## config.mk

```make
export PLATFORM = sky130hd
export DESIGN_NAME = reg_file_8x16
export DESIGN_NICKNAME = d
export VERILOG_FILES = /design/src/rtl/reg_file_8x16.sv
export SDC_FILE = /design/constraint.sdc
export NUM_CORES = 1
export LEC_CHECK = 0
export BUFFER_PORTS_ARGS = -buffer_cell sky130_fd_sc_hd__buf_2
export CAP_MARGIN = 20
export CORE_ASPECT_RATIO = 1.75
export CORE_UTILIZATION = 45
export DETAILED_ROUTE_END_ITERATION = 10
export GPL_TIMING_DRIVEN = 1
export PLACE_DENSITY = 0.63
export SKIP_CTS_REPAIR_TIMING = 1
export SYNTH_ARGS = -nofsm -noshare
export SYNTH_HDL_FRONTEND = slang
export SYNTH_HIERARCHICAL = 1
export SYNTH_SLANG_ARGS = --single-unit
```

## constraint.sdc

```tcl
create_clock -name clk -period 2.7 [get_ports clk]
set_clock_uncertainty 0.15 [all_clocks]
set_input_delay 0.405 -clock clk [delete_from_list [all_inputs] [get_ports clk]]
set_output_delay 0.405 -clock clk [all_outputs]
set_load 0.005 [all_outputs]
```

## src/rtl/reg_file_8x16.sv

```systemverilog
// 8-entry general-purpose register file: two operand read ports, one debug read port,
// and a decoded write port with a registered one-hot trace of the last accepted write.

module decoder3x8 (
  input  logic [2:0] sel_i,
  output logic [7:0] onehot_o
);
  assign onehot_o = 8'h01 << sel_i;
endmodule

module reg_file_8x16 #(
  parameter int unsigned WIDTH   = 16,
  parameter int unsigned ZERO_R0 = 1,
  parameter int unsigned BYPASS  = 0
) (
  input  logic             clk,
  input  logic             rst,
  input  logic             we,
  input  logic [2:0]       waddr,
  input  logic [WIDTH-1:0] wdata,
  input  logic [2:0]       raddr_a,
  output logic [WIDTH-1:0] rdata_a,
  input  logic [2:0]       raddr_b,
  output logic [WIDTH-1:0] rdata_b,
  input  logic [2:0]       dbg_addr,
  output logic [WIDTH-1:0] dbg_data,
  output logic [7:0]       wr_onehot
);

  logic [WIDTH-1:0] regs_q [8];
  logic [WIDTH-1:0] regs_d [8];
  logic [7:0]       wr_onehot_q, wr_onehot_d;
  logic [7:0]       dec;
  logic             wr_accept;
  logic             byp_a, byp_b;

  decoder3x8 u_dec (
    .sel_i    (waddr),
    .onehot_o (dec)
  );

  // A write aimed at a hardwired r0 is dropped entirely, including the trace update.
  assign wr_accept = we && !((ZERO_R0 != 0) && (waddr == 3'd0));

  always_comb begin
    regs_d      = regs_q;
    wr_onehot_d = wr_onehot_q;
    if (wr_accept) begin
      for (int unsigned i = 0; i < 8; i++) begin
        if (dec[3'(i)]) regs_d[3'(i)] = wdata;
      end
      wr_onehot_d = dec;
    end
  end

  always_ff @(posedge clk) begin
    if (rst) begin
      regs_q      <= '{default: '0};
      wr_onehot_q <= '0;
    end else begin
      regs_q      <= regs_d;
      wr_onehot_q <= wr_onehot_d;
    end
  end

  function automatic logic [WIDTH-1:0] r0_mask(input logic [2:0] addr, input logic [WIDTH-1:0] val);
    return ((ZERO_R0 != 0) && (addr == 3'd0)) ? '0 : val;
  endfunction

  // Bypass only forwards a write that will actually land, so a reset cycle shows stored contents.
  assign byp_a = (BYPASS != 0) && we && !rst && (waddr == raddr_a);
  assign byp_b = (BYPASS != 0) && we && !rst && (waddr == raddr_b);

  assign rdata_a   = r0_mask(raddr_a, byp_a ? wdata : regs_q[raddr_a]);
  assign rdata_b   = r0_mask(raddr_b, byp_b ? wdata : regs_q[raddr_b]);
  assign dbg_data  = r0_mask(dbg_addr, regs_q[dbg_addr]);
  assign wr_onehot = wr_onehot_q;

endmodule
```

; After elaboration in Yosys (flattened, before gate mapping)
; Cells that the tools add are included.
[totals]
register_bits = 136
in_bits = 31
output_inout_bits = 56
[op_classes]
order_cmp = 3
shifts = 1
muxes = 12
bitwise = 3
n_reduce_logical = 14
[op_table]
columns = op, n
row1 = 16-bit binary-select mux with 3-bit select, 3
row2 = 16-bit 2-to-1 mux, 9
row3 = 2-bit AND reduction, 8
row4 = 4-bit greater-or-equal comparator (second input constant), 3
row5 = 3-bit logical NOT, 4
row6 = 3-bit inverter with 4-bit output, 3
row7 = 1-bit by 3-bit left shift with 8-bit output (first input constant), 1
row8 = 1-bit logical AND, 1
row9 = 1-bit logical NOT, 1

; Longest topological paths before layout
; Gate-level depths: netlist of run 1.
[logic_depth]
ltp_word = 5
ltp_mapped = 7
depth_no_buf = 4

; Cells and area by module
; The synthesis of run 1 kept the hierarchy.
[modules_own_cells]
columns = module, n_inst, cells_per_inst, area_each_um2
row1 = reg_file_8x16, 1, 844, 7240.7
row2 = decoder3x8, 1, 8, 65.1

; Worst setup path after synthesis of run 1
; Ideal clock, no wire load.
[synth_path]
kind = input-to-output
from = input port raddr_a[1]
to = output port rdata_a[10]
t_arrival_ps = 1413
required_ps = 2145
slack_ps = 732
stages = 6
cell_sequence = buf_2 > nor2b_1 > clkbuf_1 > buf_2 > a221oi_1 > a221oi_1
[synth_via]
elab_chain_cells = 5
word_cells_on_any_way = 6
cone_classes = 4 x mux / 1 x bitwise / 1 x reduce/logical
[synth_rtl]
columns = element, line_no
row1 = "start, declared", 21  ; input logic [2:0] raddr_a,
row2 = 3-bit inverter with 4-bit output (not written as such), 74  ; assign rdata_a = r0_mask(raddr_a, byp_a ? wdata : regs_q[raddr_a]);
row3 = 16-bit binary-select mux with 3-bit select, 74
row4 = 16-bit 2-to-1 mux (not written as such) (2 in a row), 74
row5 = 16-bit 2-to-1 mux *, 67  ; return ((ZERO_R0 != 0) && (addr == 3'd0)) ? '0 : val;
row6 = "end, declared", 22  ; output logic [WIDTH-1:0] rdata_a,
; Every way passes the cells marked *; elsewhere a longest branch is shown, timed or not. The select of a mux whose other input is x is not followed.

; Worst setup path after layout of run 1
[layout_path]
from = input port raddr_b[0]
to = output port rdata_b[8]
[layout_via]
elab_chain_cells = 5
word_cells_on_any_way = 6
cone_classes = 4 x mux / 1 x bitwise / 1 x reduce/logical
[layout_rtl]
columns = element, line_no
row1 = "start, declared", 23  ; input logic [2:0] raddr_b,
row2 = 3-bit inverter with 4-bit output (not written as such), 75  ; assign rdata_b = r0_mask(raddr_b, byp_b ? wdata : regs_q[raddr_b]);
row3 = 16-bit binary-select mux with 3-bit select, 75
row4 = 16-bit 2-to-1 mux (not written as such) (2 in a row), 75
row5 = 16-bit 2-to-1 mux *, 67
row6 = "end, declared", 24  ; output logic [WIDTH-1:0] rdata_b,
; Marks and branches as above.

==> run summary, run 1 <==
- **vias per inst** 6.36
- **setup TNS** 0 ns
- **Hold/Removal Path Class** input pin to flop
- **met3 layer usage reported by global route** 4.49%
- **wire length of the first global-routing pass** 39100 um
- **fraction of synthesized cell area taken by the top area cell type** 32.9%
- **largest stage delay on the critical path** 0.37 ns
- **status** complete, but fails checks
- **worst slack, placed** 0.302 ns
- **antenna violation net count after detailed routing** 0
- **vias in the first global route** 6773
- **top-level I/O count** 87
- **TritonCTS Buffers** 17
- **highest net fanout along the worst path** 14
- **required time of the critical path** 2.14 ns
- **utilization after layout** 52.6%
- **pin count of the biggest net entering global routing** 49
- **clock share of power** 47.4%
- **WP data arrival** 1.87 ns
- **maximum root-to-sink buffer count** 2
- **max-slew violation count** 0
- **global route total overflow** 0
- **clock sink count** 120
- **drt first-iter violations** 594
- **Most Used Layer, Global Route** met2
- **critical-path cell list** buf_2 > buf_4 > mux2_2 > a221oi_1 > a221oi_1 > buf_2
- **number of I/O port buffers** 86
- **antenna violations before repair** 3
- **share of post-route cells with drive strength above 1** 26.0%
- **CTS tree** yes
- **# Max-Cap Violations** 0
- **EDFF count, synth** 0
- **mux share of post-synthesis cell area** 20.6%
- **number of filler cells placed in the layout** 1533
- **drt wl/cell** 23.5 um
- **crit path launch type** input pin
- **combinational family with the most area after synthesis** compound AO/OA/AOI/OAI gates
- **Yosys top cell by area** sky130_fd_sc_hd__dfxtp_1
- **smallest setup slack after layout** 0.275 ns
- **worst hold slack after final layout** 0.132 ns
- **synthesis-stage register bit count** 120
- **area fraction in and, or, nand and nor cells after synthesis** 13.8%
- **CTS H-tree depth** 4
- **capturing element type of the critical path** output port
- **largest cells by area after synthesis** sky130_fd_sc_hd__dfxtp_1 33%, sky130_fd_sc_hd__mux2i_1 13%, sky130_fd_sc_hd__nand2_1 12%
- **adder-cell share of the synthesized area** 0%
- **total power per unit cell area** 567 nW/um^2
- **cell with the most instances after synthesis** sky130_fd_sc_hd__nand2_1
- **violations in the final reports** design-rule violations
- **Critical Path Slowest Stage Cell** sky130_fd_sc_hd__mux2_2
- **hold violation count in the final report** 0
- **setup slack, reg-to-reg** 1.83 ns
- **Max rail drop VDD** 0.313 mV
- **area used by multi-input combinational logic** 4260 sq um
- **M2 GR Usage** 53.3%
- **final standard cell count with taps included and fillers excluded** 1106
- **CTS root buf** sky130_fd_sc_hd__clkbuf_16
- **Post-route DRC** 4
- **post-synthesis instance area** 7310 sq um
- **Clock Latency Late Sink** 0.42 ns
- **post-placement cell area** 7780 sq um
- **clock-pin slew reported for the worst setup and hold paths after clock tree synthesis** 0.06 ns
- **number of optimization iterations in the first detailed-route pass** 8
- **final layout net count** 933
- **Synthesized Nets** 883
- **Synth Area in Compound Gates** 24.0%
- **Post-Synth XOR/XNOR Area** 0%
- **Internal Pwr Total** 3.34 mW
- **unrepaired setup endpoints after global routing** false
- **Sequential Area** 2400 sq um
- **Design Area, Final** 8360 sq um
- **headroom to the max-slew limit** 21.0%
- **number of placement rows** 61
- **part of the cycle the worst path needs** 89.8%
- **Synthesis Warnings** 6
- **Routed WL** 26000 um
- **leading cell types by count after synthesis** 224 x sky130_fd_sc_hd__nand2_1, 120 x sky130_fd_sc_hd__dfxtp_1, 110 x sky130_fd_sc_hd__a21oi_1
- **Netlist cell types** 24
- **Total Die Area** 16800 sq um
- **share of synthesized registers carrying an async set or reset** 0%
- **final setup violation count** 0
- **fraction of the yosys area taken by sequential cells** 32.9%
- **total power draw** 4.74 mW
- **transition time at the pin with the least slew margin** 1.18 ns
- **Max Clock Freq** 412 MHz
- **top flip-flop cell by instance count after synthesis** sky130_fd_sc_hd__dfxtp_1
- **GR Util All Layers** 31.2%
- **overall via count from detail_route** 7033
- **reported leakage power** 3.20 nW
- **cell count after placement** 1072
- **GPL Wtd Cong** 0.910
- **fraction of power spent switching nets** 29.4%
- **count of mapped cells out of synthesis** 852
- **overall die height** 171 um
- **crit path kind** input pin to output port
- **DP Wirelength** 16700 um
- **die width** 98.3 um
- **met1 Usage GRT** 36.7%
- **net switching power** 1.39 mW
- **starting density of the core** 46.0%
- **Logic pwr share** 13.7%
- **minimum clock period after layout** 2.43 ns
- **Sequential Power Share** 39.0%
- **Layout area overhead** 14.4%
- **average size of a mapped cell** 8.57 sq um
- **core area** 15900 sq um
==> layer usage <==
| layer | vias up | part of all wire [%] |
|---|---|---|
| li1 | 3203 | - |
| met1 | 3399 | 39 |
| met2 | 343 | 49 |
| met3 | 88 | 6.6 |
| met4 | 0 | 4.9 |
| met5 | - | 0 |
==> power groups by stage <==
| stage | Clock [mW] | Sequential [mW] | Combinational, mW |
|---|---|---|---|
| floorplan | 0 | 1.87 | 0.417 |
| global placement | 0 | 1.88 | 0.632 |
| detailed placement | 0 | 1.88 | 0.637 |
| CTS | 2.25 | 1.84 | 0.639 |
| global route | 2.33 | 1.85 | 0.687 |
| finish | 2.24 | 1.85 | 0.648 |
==> cell families (layout without fill, tap and decap cells) <==
kind of cell / Yosys count / after routing
simple gates: 251 / 251
buf+inv: 105 / 168
other cells: 0 / 2
flops: 120 / 120
mux: 144 / 144
compound gates: 232 / 232
==> final cells by class <==
class                           count  area share (%)
Timing Repair Buffer              136            10.6
Antenna cell                        2          0.0599
Clock inverter                     15            1.69
Tap cell                          189            2.83
Sequential cell                   120            28.8
Multi-Input combinational cell    627            51.0
Clock buffer                       17            5.09
==> worst max-delay path: cells and delay by family <==
kind | cells | cell delay (ns)
compound gates | 2 | 0.34
buf+inv | 3 | 0.73
mux | 1 | 0.37
==> state kept, by name (all words and copies together) (netlist names) <==
signal / cells
regs_q: 112
wr_onehot: 8
==> final timing paths <==
kind                             startpoint  cells after the start          end
worst min register to register   regs_q[24]                      2   regs_q[24]
worst max register to register  regs_q[104]                      2  regs_q[104]
worst min-delay path              wdata[13]                      3   regs_q[45]
worst max-delay path             raddr_b[0]                      6   rdata_b[8]
==> cells in the final DEF (no fill, tap or decap), types with 2 or more instances in the layout <==
master / count
sky130_fd_sc_hd__clkinv_2: 3
sky130_fd_sc_hd__clkinv_4: 2
sky130_fd_sc_hd__diode_2: 2
sky130_fd_sc_hd__mux2i_1: 96
sky130_fd_sc_hd__a21oi_1: 110
sky130_fd_sc_hd__a221oi_1: 96
sky130_fd_sc_hd__dfxtp_1: 120
sky130_fd_sc_hd__o311ai_4: 7
sky130_fd_sc_hd__clkbuf_16: 17
sky130_fd_sc_hd__a21oi_2: 10
sky130_fd_sc_hd__nor2_1: 8
sky130_fd_sc_hd__buf_4: 45
sky130_fd_sc_hd__nor3b_1: 3
sky130_fd_sc_hd__buf_12: 6
sky130_fd_sc_hd__nand2_1: 224
sky130_fd_sc_hd__clkinvlp_4: 2
sky130_fd_sc_hd__o311a_1: 8
sky130_fd_sc_hd__buf_2: 85
sky130_fd_sc_hd__mux2_2: 48
sky130_fd_sc_hd__and2_1: 4
sky130_fd_sc_hd__and3b_2: 3
sky130_fd_sc_hd__inv_6: 6
sky130_fd_sc_hd__nor2b_1: 7
No activity file was read; power rests on OpenSTA's default activity.
==> inputs of run 2 (changes only) <==
Settings changed: CELL_PAD_IN_SITES_DETAIL_PLACEMENT set to 1, CELL_PAD_IN_SITES_GLOBAL_PLACEMENT set to 2, CORE_UTILIZATION 45 to 38, MAX_ROUTING_LAYER set to met4, PLACE_DENSITY 0.63 to 0.84.
==> run 2 against run 1 <==
Net effect:
- the flow now finishes without violations
- first-iteration DRC count fell by 22%
- setup slack got worse by 0.12 ns
- combinational power rose by 2%
- critical path type unchanged
==> run summary, run 2 (same netlist as run 1, synthesis figures left out) <==
- **highest net fanout along the worst path** 16, +2
- **WP data arrival** 1.99 ns, +0.12 ns
- **Clock Latency Late Sink** 0.43 ns, about the same
- **global route total overflow** 0, unchanged
- **net switching power** 1.31 mW, -5.9%
- **share of post-route cells with drive strength above 1** 26.1%, +0.10 points
- **minimum clock period after layout** 2.54 ns, +0.119 ns
- **die width** 107 um, +8.6%
- **clock-pin slew reported for the worst setup and hold paths after clock tree synthesis** 0.06 ns, about the same
- **# Max-Cap Violations** 0, unchanged
- **Logic pwr share** 13.2%, -0.5 points
- **Routed WL** 28400 um, +9.3%
- **final layout net count** 937, +0.43%
- **crit path kind** input pin to output port
- **max-slew violation count** 0, unchanged
- **vias in the first global route** 7417, +9.5%
- **CTS tree** yes
- **top-level I/O count** 87, unchanged
- **antenna violations before repair** 1, -2
- **Sequential Power Share** 36.9%, -2.1 points
- **starting density of the core** 39.0%, -7.0 points
- **area used by multi-input combinational logic** 4260 sq um, unchanged
- **required time of the critical path** 2.14 ns, about the same
- **CTS root buf** sky130_fd_sc_hd__clkbuf_16
- **Layout area overhead** 16.4%
- **crit path launch type** input pin
- **Max Clock Freq** 393 MHz, -4.7%
- **overall die height** 185 um, +8.7%
- **total inserted antenna cells** 0, -2
- **Post-route DRC** 0, -4
- **setup TNS** 0 ns, unchanged
- **total power per unit cell area** 588 nW/um^2, +3.8%
- **status** finished clean
- **drt first-iter violations** 464, -22%
- **TritonCTS Buffers** 17, unchanged
- **transition time at the pin with the least slew margin** 1.13 ns, -0.0532 ns
- **final setup violation count** 0, unchanged
- **reported leakage power** 3.25 nW, +1.6%
- **CTS H-tree depth** 4, unchanged
- **part of the cycle the worst path needs** 94.2%, +4.4 points
- **wire length of the first global-routing pass** 43400 um, +11%
- **largest stage delay on the critical path** 0.39 ns, +0.02 ns
- **overall via count from detail_route** 7077, +0.63%
- **pin count of the biggest net entering global routing** 121, +150%
- **Critical Path Slowest Stage Cell** sky130_fd_sc_hd__a221oi_1
- **unrepaired setup endpoints after global routing** false
- **number of I/O port buffers** 86, unchanged
- **Hold/Removal Path Class** input pin to flop
- **fraction of power spent switching nets** 26.2%, -3.2 points
- **core area** 18700 sq um, +18%
- **number of placement rows** 66, +8.2%
- **critical-path cell list** buf_2 > nor2b_1 > buf_4 > a221oi_1 > a221oi_1 > buf_4 > buf_2
- **hold violation count in the final report** 0, unchanged
- **DP Wirelength** 18800 um, +13%
- **Sequential Area** 2400 sq um, unchanged
- **Internal Pwr Total** 3.69 mW, +10%
- **number of filler cells placed in the layout** 2255, +47%
- **Max rail drop VDD** 0.395 mV, +26%
- **most common cell after layout, fill and taps aside** sky130_fd_sc_hd__nand2_1
- **GPL Wtd Cong** 0.862, -5.3%
- **vias per inst** 6.12, -3.8%
- **antenna violation net count after detailed routing** 0, unchanged
- **GR Util All Layers** 30.4%, -0.84 points
- **capturing element type of the critical path** output port
- **most used cells in the layout excluding fill and tap cells** 224 x sky130_fd_sc_hd__nand2_1, 120 x sky130_fd_sc_hd__dfxtp_1, 110 x sky130_fd_sc_hd__a21oi_1
- **Total Die Area** 19800 sq um, +18%
- **clock share of power** 49.8%, +2.4 points
- **flip-flop count of the largest register, all copies and words added** 112, unchanged
- **Design Area, Final** 8500 sq um, +1.8%
- **drt wl/cell** 24.5 um, +4.5%
- **maximum root-to-sink buffer count** 2, unchanged
- **register bank with the most flops** regs_q
- **headroom to the max-slew limit** 24.6%, +3.6 points
- **clock sink count** 120, unchanged
- **post-placement cell area** 7850 sq um, +0.82%
- **number of optimization iterations in the first detailed-route pass** 5, -3
- **utilization after layout** 45.4%, -7.3 points
[run 2: changes by cell type in the layout (fill, tap and decap cells not counted), sizes merged]
cell / change
buf: +4
bufinv: +4
clkbuf: +2
clkinv: +1
diode: -2
inv: -7
[run 2: cell type report]
cell class              count  area share (%)
clock buffers              19            5.09
clock inverters            13            2.38
multi-input cells         627            50.1
flip-flops and latches    120            28.3
well taps                 238            3.50
repair buffers            140            10.6
[run 2: layer usage]
layer | vias up | wire length (um) | global-route usage, %
met5 | - | 0 | -
met4 | 0 | 1120 | 15.6
met3 | 75 | 1420 | 4.40
met2 | 267 | 14700 | 52.8
met1 | 3532 | 11100 | 33.5
li1 | 3203 | - | -
[run 2: stage by stage]
step | total power, mW | worst slack [ns] | hold slack [ns] | instances
after global routing | 5.15 | 0.116 | 0.151 | 1157
after CTS | 5.02 | 0.0824 | 0.135 | 1155
after global placement | 2.52 | 0.0997 | 0.319 | 1122
final | 5.00 | 0.156 | 0.143 | 1157
after detailed placement | 2.53 | 0.0864 | 0.326 | 1123
after floorplan | 2.29 | 0.732 | 0.302 | 852
[run 2: worst max-delay path: cells and delay by family]
family,cells,cell delay [ns]
buf+inv,4,0.84
simple gates,1,0.18
compound gates,2,0.55
[run 2: path summary, 6_finish.rpt]
check                 endpoint  slack, ns  cells past startpoint          from
hold / removal      regs_q[63]       0.14                      3     wdata[15]
setup / recovery   dbg_data[8]       0.16                      7   dbg_addr[1]
hold reg to reg   wr_onehot[0]       0.34                      2  wr_onehot[0]
setup reg to reg    regs_q[34]       1.77                      2    regs_q[34]
[run 2: power groups by stage]
| stage | sequential, mW | combinational, mW | clock (mW) |
|---|---|---|---|
| after floorplan | 1.87 | 0.417 | 0 |
| after global placement | 1.88 | 0.640 | 0 |
| after global routing | 1.85 | 0.703 | 2.59 |
| after CTS | 1.85 | 0.655 | 2.52 |
| after detailed placement | 1.89 | 0.649 | 0 |
| final | 1.85 | 0.661 | 2.49 |
